[config.mk]
export PLATFORM = sky130hd
export DESIGN_NAME = mips_pipe_reg
export DESIGN_NICKNAME = d
export VERILOG_FILES = /design/src/rtl/mips_pipe_pkg.sv /design/src/rtl/mips_pipe_reg_sat_counter.sv /design/src/rtl/mips_pipe_reg.sv
export SDC_FILE = /design/constraint.sdc
export NUM_CORES = 1
export LEC_CHECK = 0
export CAP_MARGIN = 20
export CORE_ASPECT_RATIO = 0.9
export CORE_UTILIZATION = 50
export CTS_CLUSTER_DIAMETER = 200
export DETAILED_ROUTE_END_ITERATION = 10
export PLACE_DENSITY = 0.86
export SLEW_MARGIN = 0
export SYNTH_ARGS = -nofsm -noshare
export SYNTH_HDL_FRONTEND = slang
export SYNTH_HIERARCHICAL = 1
export SYNTH_SLANG_ARGS = --single-unit
[constraint.sdc]
create_clock -name clk -period 1.8 [get_ports clk]
set_input_delay 0.18 -clock clk [delete_from_list [all_inputs] [get_ports clk]]
set_output_delay 0.18 -clock clk [all_outputs]
set_load 0.02 [all_outputs]
[src/rtl/mips_pipe_pkg.sv]
// Shared definitions for the 16-bit MIPS pipeline registers:
// handshake state encoding, default bubble value and stage bundle layouts.
package mips_pipe_pkg;

    typedef enum logic [1:0] {
        EMPTY = 2'd0,
        BUSY  = 2'd1,
        FULL  = 2'd2
    } pipe_state_t;

    // All-zero word decodes as a no-op in the 16-bit ISA
    localparam logic [15:0] NOP_INSTR = 16'h0000;

    localparam int IFID_INSTR_LSB = 0;
    localparam int IFID_PC2_LSB   = 16;
    localparam int IFID_W         = 32;

    localparam int IDEX_CTRL_LSB  = 0;
    localparam int IDEX_CTRL_W    = 8;
    localparam int IDEX_IMM_LSB   = 8;
    localparam int IDEX_PC2_LSB   = 24;
    localparam int IDEX_W         = 40;

    function automatic logic [IFID_W-1:0] pack_if_id(input logic [15:0] instr,
                                                     input logic [15:0] pc_plus2);
        return {pc_plus2, instr};
    endfunction

endpackage

[src/rtl/mips_pipe_reg_sat_counter.sv]
// Saturating event counter with synchronous clear; shared by the
// pipeline performance counters.
module sat_counter #(
    parameter int CNT_W = 16
) (
    input  logic             clk,
    input  logic             rst_n,
    input  logic             clr,
    input  logic             inc,
    output logic [CNT_W-1:0] count
);

    // Clear wins over increment; the counter parks at all-ones
    always_ff @(posedge clk) begin
        if (!rst_n) begin
            count <= '0;
        end else if (clr) begin
            count <= '0;
        end else if (inc && (count != {CNT_W{1'b1}})) begin
            count <= count + 1'b1;
        end
    end

endmodule

[src/rtl/mips_pipe_reg.sv]
// Elastic pipeline register between adjacent MIPS stages: two-entry skid
// buffer with flush, NOP bubbles on the output and a stall counter.
module mips_pipe_reg
    import mips_pipe_pkg::*;
#(
    parameter int                DATA_W    = 32,
    parameter logic [DATA_W-1:0] NOP_VALUE = {DATA_W{1'b0}},
    parameter int                CNT_W     = 16
) (
    input  logic              clk,
    input  logic              rst_n,
    input  logic              flush,
    input  logic              in_valid,
    output logic              in_ready,
    input  logic [DATA_W-1:0] in_data,
    output logic              out_valid,
    input  logic              out_ready,
    output logic [DATA_W-1:0] out_data,
    input  logic              cnt_clr,
    output logic [CNT_W-1:0]  stall_cnt
);

    pipe_state_t       state;
    logic [DATA_W-1:0] main_q;
    logic [DATA_W-1:0] skid_q;
    logic              in_ready_q;
    logic              out_valid_q;
    logic              in_fire;
    logic              out_fire;

    assign in_fire  = in_valid & in_ready_q;
    assign out_fire = out_valid_q & out_ready;

    // Ready and valid are registered alongside the state so neither output
    // has a combinational path back from the handshake inputs
    always_ff @(posedge clk) begin
        if (!rst_n) begin
            state       <= EMPTY;
            main_q      <= NOP_VALUE;
            skid_q      <= NOP_VALUE;
            in_ready_q  <= 1'b0;
            out_valid_q <= 1'b0;
        end else if (flush) begin
            state       <= EMPTY;
            main_q      <= NOP_VALUE;
            skid_q      <= NOP_VALUE;
            in_ready_q  <= 1'b1;
            out_valid_q <= 1'b0;
        end else begin
            case (state)
                EMPTY: begin
                    in_ready_q <= 1'b1;
                    if (in_fire) begin
                        main_q      <= in_data;
                        state       <= BUSY;
                        out_valid_q <= 1'b1;
                    end
                end
                BUSY: begin
                    if (in_fire && !out_fire) begin
                        skid_q     <= in_data;
                        state      <= FULL;
                        in_ready_q <= 1'b0;
                    end else if (in_fire) begin
                        main_q <= in_data;
                    end else if (out_fire) begin
                        main_q      <= NOP_VALUE;
                        state       <= EMPTY;
                        out_valid_q <= 1'b0;
                    end
                end
                FULL: begin
                    if (out_fire) begin
                        main_q     <= skid_q;
                        state      <= BUSY;
                        in_ready_q <= 1'b1;
                    end
                end
                default: begin
                    state       <= EMPTY;
                    main_q      <= NOP_VALUE;
                    skid_q      <= NOP_VALUE;
                    in_ready_q  <= 1'b1;
                    out_valid_q <= 1'b0;
                end
            endcase
        end
    end

    assign in_ready  = in_ready_q;
    assign out_valid = out_valid_q;
    assign out_data  = main_q;

    sat_counter #(
        .CNT_W (CNT_W)
    ) u_stall_cnt (
        .clk   (clk),
        .rst_n (rst_n),
        .clr   (cnt_clr),
        .inc   (out_valid_q & ~out_ready),
        .count (stall_cnt)
    );

endmodule

Word-level counts from Yosys, hierarchy flattened
Index checks and enable logic that the tools add are counted.
Operators by class
  add/subtract/negate cells: 1
  eq/ne operators: 14
  multiplexer cells: 23
  bitwise operators: 7
  reduce and logical (&&, ||, !) cells: 12
Operator list (number)
  two-way mux 32 bit: 6
  one-hot mux 32 bit (3 select lines): 1
  one-hot mux 32 bit (2 select lines): 1
  adder 16 x 1 -> 16 bit (second input constant): 1
  inequality test 16 bit (second input constant): 1
  inequality test 3 bit (second input constant): 5
  inequality test 2 bit (second input constant): 6
  two-way mux 2 bit: 5
  AND reduction 4 bit: 2
  two-way mux 1 bit: 7
  one-hot mux 2 bit (3 select lines): 1
  OR reduction 2 bit: 3
  AND reduction 5 bit: 1
  inverter 1 bit: 4
  AND reduction 2 bit: 2
  bitwise AND 1 bit: 3
  one-hot mux 1 bit (3 select lines): 1
  equality test 2 x 1 -> 1 bit (second input constant): 1
  equality test 2 bit (second input constant): 1
  logical AND 1 bit: 2
  zero test 2 bit: 1
  one-hot mux 1 bit (2 select lines): 1
  zero test 1 bit: 1
Word-level totals
  flip-flop bits (word level): 84
  output and inout port bits: 50
  logic and storage cells: 63

Logic depth before layout (Yosys ltp)
  depth in word-level cells: 6
  mapped depth: 7
  depth with buffers taken out: 5

Hierarchy
The synthesis kept the hierarchy.
Modules (own cells, without submodules)
  mips_pipe_reg: times used 1, cells each 348, area an instance 2921.6 um^2, seq. area each 1361.3 um^2
  sat_counter: times used 1, cells each 91, area an instance 864.6 um^2, seq. area each 320.3 um^2

Least setup slack after synthesis
No wires, ideal clock.
  kind: register -> register
  start: reg out_valid_q, in the netlist out_valid
  end: reg u_stall_cnt.count[13]
  library setup time: 0.071 ns
  data arrival time: 1.727 ns
  data required time: 1.729 ns
  path slack: 0.003 ns
  stages on the path, launching flop included: 6
  period minus slack after synthesis: 1.797 ns
  cell sequence: dfxtp_1 -> nor2b_1 -> and4_2 -> nand3_4 -> or4_1 -> a21oi_1
Between the ends
  cells in the longest elaborated chain, start to end: 2
RTL lines
  start: declaration: line mips_pipe_reg.sv:27  | logic out_valid_q;
  start signal: assignment: line mips_pipe_reg.sv:42  | out_valid_q <= 1'b0;
  start signal: assignment: line mips_pipe_reg.sv:48  | out_valid_q <= 1'b0;
  start signal: assignment: line mips_pipe_reg.sv:56  | out_valid_q <= 1'b1;
  bitwise AND 1 bit: line mips_pipe_reg.sv:100  | .inc (out_valid_q & ~out_ready),
  logical AND 1 bit: line mips_pipe_reg_sat_counter.sv:19  | end else if (inc && (count != {CNT_W{1'b1}})) begin
  end signal: assignment: line mips_pipe_reg_sat_counter.sv:20  | count <= count + 1'b1;
  end: declaration: line mips_pipe_reg_sat_counter.sv:10  | output logic [CNT_W-1:0] count
Every way passes these cells.
A chain may end at the register's enable or synchronous reset.

Worst setup path after layout
  start: reg u_stall_cnt.count[3]
  end: out stall_cnt[3]
RTL lines
  end: declaration: line mips_pipe_reg.sv:20  | output logic [CNT_W-1:0] stall_cnt
No word-level cell between the ends.

==> summary.md <==
| Metric | Value |
|---|---|
| Clock Tree Root | clkbuf_8 |
| Pre-Repair DR Iteration Count | 5 |
| Top_reg_cell synth | dfxtp_1 |
| Initial antenna violation count | 0 |
| Final antenna-violating net count | 0 |
| Final Max Slew Viols | 0 |
| Core area | 7180 sq um |
| Final hold violations | 0 |
| Sw power | 0.860 mW |
| RR Endpoint | skid_q[1] |
| Nets@finish | 570 |
| Critical Path AT | 1510 ps |
| Hold depth | 3 |
| FFs w/ async S/R, synth | 0% |
| Die ar. | 7920 sq um |
| Worst path max stage delay | 670 ps |
| CTS clk-pin slew, worst paths | 80 ps |
| Detailed Route WL | 10.2 mm |
| Vias in the first global route | 3,667 |
| CP Class | reg -> out |
| Post-synth EDFFs | 0 |
| Power Density | 738 nW/um^2 |
| Final min period | 1690 ps |
| Setup bufs post-CTS | 0 |
| Sequential area share after synthesis | 44.4% |
| Static Leak | 1.74 nW |
| Layout area overhead | 34.5% |
| WL/cell | 16.2 um |
| Clock Sinks | 84 |
| RSZ-0062 raised after global routing | false |
| Rows | 29 |
| Worst reg2reg path depth | 4 |
| Power, Total | 3.76 mW |
| H-Tree Depth | 3 |
| Maximum clock rate | 591 MHz |
| Initial Util | 52.7% |
| TNS Setup | 0 ps |
| Placed cell area | 4880 sq um |
| Status | finished, final reports clean |
| Port Buf Inserts | 87 |
| Num CTS Buffers | 9 |
| Fin area | 5090 sq um |
| Synth Net Count | 478 |
| Grt ovf | 0 |
| Hold Crit Start | in_data[7] |
| Max transition margin | 65.5% |
| Die width | 93.7 um |
| Worst-Skew Late Latency | 350 ps |
| CP cell instances | clkdlybuf4s50_1 |
| Number of max-cap violations | 0 |
| Top-area cell type share of the netlist area | 44.4% |
| # IOs | 88 |
| Peak supply drop | 0.459 mV |
| Measured slew at the worst slew-check pin | 516 ps |
| Yosys reg bits | 84 |
| DIE HEIGHT | 84.6 um |
| Post-synthesis cell type count | 54 |
| Clock power frac | 38.3% |
| Pint | 2.90 mW |
| Synth Instances | 439 |
| Syn. warnings | 6 |
| Flop2flop setup slack | 120 ps |
| Hold Path Class | in -> reg |
| Required time of the critical path | 1620 ps |
| Via count | 3,772 |
| Crit. End Element | primary output |
| Critical path startpoint category | register |
| Crit path from | u_stall_cnt/count[3] |
| FF-to-FF Start | state[0] |
| Final GP Congestion | 0.869 |
| Synthesized cell area | 3790 sq um |
| Delay-heaviest family, CP | buffers and inverters |
| Layout cell share with drive strength beyond 1 | 10.7% |
| Ranking of synthesized cells by area | dfxtp_1 (44%), a32o_1 (6.3%), a22oi_1 (6.3%) |
| Fillers | 564 |
| WP buf/inv | 1 |
| Setup Skew | 7.52 ps |
| First-pass GRT wire length | 16.9 mm |
| Avg Inst Size Synth | 8.62 sq um |
| Comb power frac | 11.3% |
| CTS max path bufs | 2 |
| # diodes | 0 |
| Remaining DRCs | 0 |
| Largest area contributor in the netlist | dfxtp_1 |
| Sequential share of power | 50.4% |
| CTS tree | yes |
| Crit-path max FO | 8 |
| Via-to-Cell Ratio | 6.02 |
| Tcrit/Tclk final | 94.1% |
| Post-detail-place hpwl | 6.90 mm |
| Setup violators final | 0 |
| GRT Util Overall | 26.6% |
| Largest net degree at the start of global routing | 37 |
| Critical path's slowest cell | clkdlybuf4s50_1 |
| Hold endpoint | skid_q[7] |
| Switching portion of total power | 22.9% |
| Crit path depth | 1 |
| DR iter-0 viols | 240 |
[area by class of cell]
class,instances,area [sq um],share of cell area (%)
clock buffer,12,145,2.85
clock inverter,2,60.1,1.18
inverter,14,56.3,1.11
multi-input combinational,305,1890,37.0
sequential,84,1680,33.0
tap,93,116,2.29
timing repair buffer,117,1150,22.5
[cells by family after synthesis]
kind of cell / synth area share [%]
multiplexers: 0.264
AO/OA/AOI/OAI: 30.6
AND/OR/NAND/NOR: 17.2
flip-flops: 44.4
XOR/XNOR: 1.16
adder cells (fa/ha/maj): 0.330
buffers and inverters: 6.08
[what timing repair did]
action,in CTS,in global routing
gates resized for setup,0,2
hold buffers,0,0
setup endpoints to repair,0,8
[state kept, by name (all words and copies together) (netlist names)]
| register | cells |
|---|---|
| u_stall_cnt/count | 16 |
| out_data | 32 |
| in_ready | 1 |
| skid_q | 32 |
| out_valid | 1 |
| state | 2 |
[power by group through the flow]
stage / logic (mW) / registers, mW / clock network (mW)
detailed placement: 0.421 / 1.94 / 0
CTS: 0.424 / 1.89 / 1.45
finish: 0.426 / 1.89 / 1.44
floorplan: 0.194 / 1.96 / 0
global route: 0.457 / 1.90 / 1.54
global placement: 0.414 / 1.94 / 0
[per-layer routing]
| metal | share of wire, % | vias up | wire (um) | track usage, % |
|---|---|---|---|---|
| li1 | - | 1791 | - | - |
| met1 | 43 | 1791 | 4400 | 34.4 |
| met2 | 48 | 168 | 4890 | 43.1 |
| met3 | 7.0 | 22 | 709 | 5.43 |
| met4 | 1.7 | 0 | 170 | 10.6 |
| met5 | 0 | - | 0 | 0 |
[Yosys cell counts, drive strengths merged, types with 6 or more instances]
library cell,number
nor2,46
buf,17
nand3,6
a22oi,32
o32ai,7
nand2,48
o21ai,41
inv,13
clkbuf,19
dfxtp,84
a32o,24
a21oi,39
[stage by stage]
step	instances	utilization, %	worst slack, ps	hold WS, ps
4_1_cts	627	70.8	74.9	413
6_report	627	70.9	107	417
2_1_floorplan	439	-	2.83	289
5_1_grt	627	70.9	8.74	428
3_5_place_dp	613	68.0	-99.5	467
3_3_place_gp	613	68.0	-5.60	454
[placed cells by master, fill, tap and decap left out, types with 7 or more instances in the layout]
| cell | n |
|---|---|
| o21ai_0 | 40 |
| o32ai_1 | 7 |
| clkbuf_8 | 10 |
| dfxtp_1 | 84 |
| a22oi_1 | 32 |
| inv_1 | 12 |
| nand2_1 | 47 |
| buf_4 | 26 |
| clkdlybuf4s50_1 | 87 |
| a21oi_1 | 38 |
| nor2_1 | 45 |
| a32o_1 | 24 |
[how the worst max path moves through the flow]
stage	endpoint	slack [ps]
finish	stall_cnt[3]	110
global route	skid_q[5]	9
CTS	skid_q[1]	70
detailed placement	u_stall_cnt/count[9]	-100
global placement	u_stall_cnt/count[9]	-6
floorplan	u_stall_cnt/count[13]	3
Note: power is estimated with default switching activity, not from simulation.
